<file path="config.mk">
export PLATFORM = sky130hd
export DESIGN_NAME = cache_line_fill_unit
export DESIGN_NICKNAME = d
export VERILOG_FILES = /design/src/rtl/cache_line_fill_unit.sv
export SDC_FILE = /design/constraint.sdc
export NUM_CORES = 1
export LEC_CHECK = 0
export CAP_MARGIN = 20
export CORE_AREA = 4 4 203 205
export CTS_BUF_LIST = sky130_fd_sc_hd__clkbuf_4 sky130_fd_sc_hd__clkbuf_8
export DETAILED_ROUTE_END_ITERATION = 8
export DIE_AREA = 0 0 207 209
export GPL_TIMING_DRIVEN = 0
export PLACE_DENSITY = 0.64
export SLEW_MARGIN = 40
export SYNTH_ARGS = -nofsm -noshare
export SYNTH_HDL_FRONTEND = slang
export SYNTH_SLANG_ARGS = --single-unit
</file>
<file path="constraint.sdc">
create_clock -name clock_i -period 24.8 [get_ports clock_i]
set_input_delay 4.96 -clock clock_i [delete_from_list [all_inputs] [get_ports clock_i]]
set_output_delay 4.96 -clock clock_i [all_outputs]
set_load 0.03 [all_outputs]
</file>
<file path="src/rtl/cache_line_fill_unit.sv">
// Cache line refill engine: accepts one fetch miss, issues a line read, gathers
// the beats MSB-first into a full line and pulses the CacheMemory update port once.
module cache_line_fill_unit #(
    parameter int TAG_W    = 51,
    parameter int INDEX_W  = 8,
    parameter int OFFSET_W = 5,
    parameter int LINE_W   = 256,
    parameter int BEAT_W   = 64
) (
    input  logic                clock_i,
    input  logic                reset_i,
    input  logic                missValid_i,
    input  logic [TAG_W-1:0]    missTag_i,
    input  logic [INDEX_W-1:0]  missIndex_i,
    input  logic [OFFSET_W-1:0] missOffset_i,
    output logic                missReady_o,
    output logic                memReqValid_o,
    output logic [63:0]         memReqAddr_o,
    input  logic                memReqReady_i,
    input  logic                memRespValid_i,
    input  logic [BEAT_W-1:0]   memRespData_i,
    output logic                updateEnable_o,
    output logic [LINE_W-1:0]   newCacheline_o,
    output logic [TAG_W-1:0]    newTag_o,
    output logic [INDEX_W-1:0]  newIndex_o,
    output logic [OFFSET_W-1:0] newOffset_o,
    output logic                busy_o
);

    localparam int BEATS   = LINE_W / BEAT_W;
    localparam int CNT_W   = (BEATS > 1) ? $clog2(BEATS) : 1;
    localparam int ADDR_RW = TAG_W + INDEX_W + OFFSET_W;

    localparam logic [1:0] S_IDLE  = 2'd0;
    localparam logic [1:0] S_REQ   = 2'd1;
    localparam logic [1:0] S_RECV  = 2'd2;
    localparam logic [1:0] S_WRITE = 2'd3;

    logic [1:0]          state_q;
    logic [1:0]          state_d;
    logic [CNT_W-1:0]    cnt_q;
    logic [CNT_W-1:0]    cnt_d;
    logic [TAG_W-1:0]    tag_q;
    logic [INDEX_W-1:0]  index_q;
    logic [OFFSET_W-1:0] offset_q;
    logic [BEAT_W-1:0]   beat_q [BEATS];
    logic                capture;
    logic                beat_store;
    logic [ADDR_RW-1:0]  addr_raw;

    always_comb begin
        state_d    = state_q;
        cnt_d      = cnt_q;
        capture    = 1'b0;
        beat_store = 1'b0;
        case (state_q)
            S_IDLE: begin
                if (missValid_i) begin
                    capture = 1'b1;
                    state_d = S_REQ;
                end
            end
            S_REQ: begin
                if (memReqReady_i) begin
                    cnt_d   = '0;
                    state_d = S_RECV;
                end
            end
            S_RECV: begin
                // Gaps in the response stream simply hold here without counting.
                if (memRespValid_i) begin
                    beat_store = 1'b1;
                    cnt_d      = cnt_q + CNT_W'(1);
                    if (cnt_q == CNT_W'(BEATS - 1)) begin
                        state_d = S_WRITE;
                    end
                end
            end
            S_WRITE: begin
                state_d = S_IDLE;
            end
            default: begin
                state_d = S_IDLE;
            end
        endcase
    end

    always_ff @(posedge clock_i or posedge reset_i) begin
        if (reset_i) begin
            state_q  <= S_IDLE;
            cnt_q    <= '0;
            tag_q    <= '0;
            index_q  <= '0;
            offset_q <= '0;
        end else begin
            state_q <= state_d;
            cnt_q   <= cnt_d;
            if (capture) begin
                tag_q    <= missTag_i;
                index_q  <= missIndex_i;
                offset_q <= missOffset_i;
            end
        end
    end

    // Beat k lands in the k-th slice counted from the MSB end of the line.
    for (genvar gi = 0; gi < BEATS; gi++) begin : g_beat
        always_ff @(posedge clock_i or posedge reset_i) begin
            if (reset_i) begin
                beat_q[gi] <= '0;
            end else if (capture) begin
                beat_q[gi] <= '0;
            end else if (beat_store && (cnt_q == CNT_W'(gi))) begin
                beat_q[gi] <= memRespData_i;
            end
        end
        assign newCacheline_o[LINE_W-1-gi*BEAT_W -: BEAT_W] = beat_q[gi];
    end

    assign addr_raw       = {tag_q, index_q, {OFFSET_W{1'b0}}};
    assign memReqAddr_o   = 64'(addr_raw);
    assign missReady_o    = (state_q == S_IDLE);
    assign busy_o         = (state_q != S_IDLE);
    assign memReqValid_o  = (state_q == S_REQ);
    assign updateEnable_o = (state_q == S_WRITE);
    assign newTag_o       = tag_q;
    assign newIndex_o     = index_q;
    assign newOffset_o    = offset_q;

endmodule
</file>
==> results by group <==
Min path
  • Hold crit path type: flop to flop

Pwr
  • Max IR drop VDD: 122 uV
  • Leakage: 0.00885 uW
  • Pwr Density: between 100 and 150 nW/um^2

Drt
  • Vias: 11900
  • Post-Route WL: 50900 um
  • DR vias/cell: 4.76
  • Post-route DRC: 0
  • DRT antenna net count: 0
  • Initial DRT Pass Iterations: 5
  • Iter 0 DRT Violations: ~630
  • Post-DR wirelength/cell: 20.4 um

Yosys
  • Mux contribution to synthesized area: 5.52%
  • Post-synthesis cell type count: 28
  • Cells after Synth: 1354
  • Post-synth ARST share: 100%
  • Post-synthesis sequential area ratio: 60.4%
  • EDFF count, synth: 0
  • Top_reg_cell synth: dfrtp_1
  • Post-Syn Area: 13400 um^2
  • Number of synthesized register bits: 324
  • Post-synthesis xor/xnor area fraction: 0%
  • Simple-gate portion of the synthesized area: between 10% and 20%
  • Largest family of logic cells by synthesized area: simple AND/OR/NAND/NOR gates
  • Adder-Cell Fraction of Synth Area: less than 1%
  • Area fraction in compound gates after synthesis: under 10%
  • Avg Cell Area, Syn: 9.92 um^2
  • Syn. warnings: 0

STA
  • Setup Total Neg Slack: 0 ps
  • Worst-Margin Slew: 525 ps
  • Rel. slew slack: 65.0%
  • Slew Viols, Final: 0
  • Final hold slack: 509 ps
  • Fmax: 0.140 GHz
  • Minimum clock period after layout: 7160 ps
  • Fin crit share: 28.9%
  • Clk_skew: 14.6 ps
  • RSZ-0062 raised after global routing: no
  • Hold Fails Final Rpt: 0
  • Final setup violation count: 0

Global route
  • Initial antenna violation count: 1
  • Largest net degree at the start of global routing: 82
  • Grt ovf: 0
  • Number of global-route vias before repair: 12400
  • First-pass GRT wire length: 76400 um
  • GRT Util Overall: a little under a quarter

Die
  • Die width: 207 um
  • Starting density of the core: 34.0%
  • Die ar.: approximately 43000 um^2
  • Num rows: 73
  • Ports: 521
  • Chip Height: 209 um
  • Core Area: 39500 um^2

Finish
  • Final net count: roughly 2100
  • Storage element area: around 8100 um^2
  • Area Overhead vs Synth: 52.6%
  • Multi-input gate area: 4270 um^2
  • Share of post-route cells with drive strength above 1: ~16%
  • Fillers: 3694
  • Commonest non-fill, non-tap cell in the layout: clkdlybuf4s50_1
  • Most frequent cells in the layout: clkdlybuf4s50_1, nand2_1, dfrtp_1

Clocking
  • CTS tree: built
  • CTS root buf: clkbuf_8
  • CTS Buf Count: 57
  • Post-cts resize count: 0
  • Setup Buffers After CTS: 0
  • Htree depth: 2
  • Clock input transition at the sequential cells of the worst setup and hold paths: 50 ps
  • CTS Buffer Depth: 3
  • Clk Latency, worst-skew pair: 620 ps
  • Num Clock Sinks: 324
  • Hold-fix buffers, CTS: 0

Critical path
  • CP required: 19840 ps
  • Slowest CP cell: clkdlybuf4s50_1
  • Critical Path AT: 2200 ps
  • Startpoint Class: flop
  • Crit path cell chain: inv_1 -> ha_1 -> inv_2 -> clkdlybuf4s50_1
  • Crit path capture type: output pin
  • Top delay family on crit path: buffers and inverters
  • Crit Path Class: flop to output pin
  • Maximum fanout along the worst path: 5
  • Worst path bufs/invs: 3
  • Max stage delay on crit path: 690 ps

Placement
  • Post-DP HPWL: 37700 um
  • Gp weighted congestion: 0.819
  • PortBufs: roughly 520

Run
  • Max-Cap Viols: 0

Run status
  • Outcome: completed
-- per-layer routing --
layer | share of wire, % | routed length (um) | track usage (%) | vias to the layer above
met5 | 0 | 0 | 0 | -
met2 | 50 | 25700 | 39.2 | 478
met3 | 8.0 | 4080 | 7.55 | 86
met1 | 38 | 19500 | 26.4 | 5846
met4 | 3.2 | 1640 | 8.66 | 0
li1 | - | - | - | 5484
-- cell families (layout without fill, tap and decap cells) --
family                     count (synthesis)  after routing
buffers and inverters                    160            774
muxes                                     66             66
and+or+nand+nor                          530            530
AOI/OAI and AO/OA                        263            263
other                                      1              7
adders and majority gates                 10             10
DFF                                      324            324
-- sequential cells by signal, indices dropped and copies added (netlist names) --
signal	flops
state_q	2
newOffset_o	5
cnt_q	2
newTag_o	51
newIndex_o	8
newCacheline_o	256
-- per-stage QoR --
stage	utilization (%)	instance area, um^2	cells	setup WS [ps]	total power [uW]
global route	52.0	20500	2498	17520	3100
finish	52.0	20500	2499	17640	2950
detailed placement	49.1	19400	2402	17980	2480
CTS	51.9	20500	2497	17570	2980
global placement	48.8	19300	2398	6570	2460
floorplan	-	13400	1358	10870	1750
-- power by group --
group	switching [uW]	internal (uW)	leakage, uW	total, uW
Combinational	924	661	0.00395	1580
Clock	217	274	0.000597	491
Sequential	139	735	0.00431	874
-- cells in the mapped netlist, drive strengths merged, types with 2 or more instances --
| cell type | number | area, um^2 |
|---|---|---|
| buf | 153 | 1040 |
| inv | 7 | 26.3 |
| dfrtp | 324 | 8110 |
| and3 | 4 | 25.0 |
| ha | 10 | 125 |
| nand2 | 513 | 1930 |
| nor2b | 2 | 12.5 |
| o21ai | 3 | 15.0 |
| nand3 | 5 | 45.0 |
| nor2 | 3 | 18.8 |
| a21oi | 256 | 1280 |
| mux2 | 65 | 732 |
-- worst paths after layout --
| check | startpoint | endpoint | slack (ps) | cells past startpoint |
|---|---|---|---|---|
| worst max-delay path | state_q[1] | busy_o | 17640 | 4 |
| worst min-delay path | newOffset_o[3] | newOffset_o[3] | 510 | 1 |
| worst max register to register | state_q[0] | newCacheline_o[241] | 22600 | 8 |
| worst min register to register | newOffset_o[3] | newOffset_o[3] | 510 | 1 |
| max in group asynchronous | reset_i | newCacheline_o[28] | 18910 | 4 |
| min in group asynchronous | reset_i | newTag_o[7] | 4770 | 2 |
-- cell type report --
class / instances / share of cell area (%)
Clock inverter: 5 / 0.146
Clock buffer: 90 / 5.31
Timing Repair Buffer: 519 / 25.7
Buffer: 153 / 5.08
Inverter: 7 / 0.165
Tap cell: 525 / 3.20
Sequential cell: 324 / 39.5
Antenna cell: 2 / 0.0244
Multi-Input combinational cell: 874 / 20.8
No activity file was read; power rests on OpenSTA's default activity.
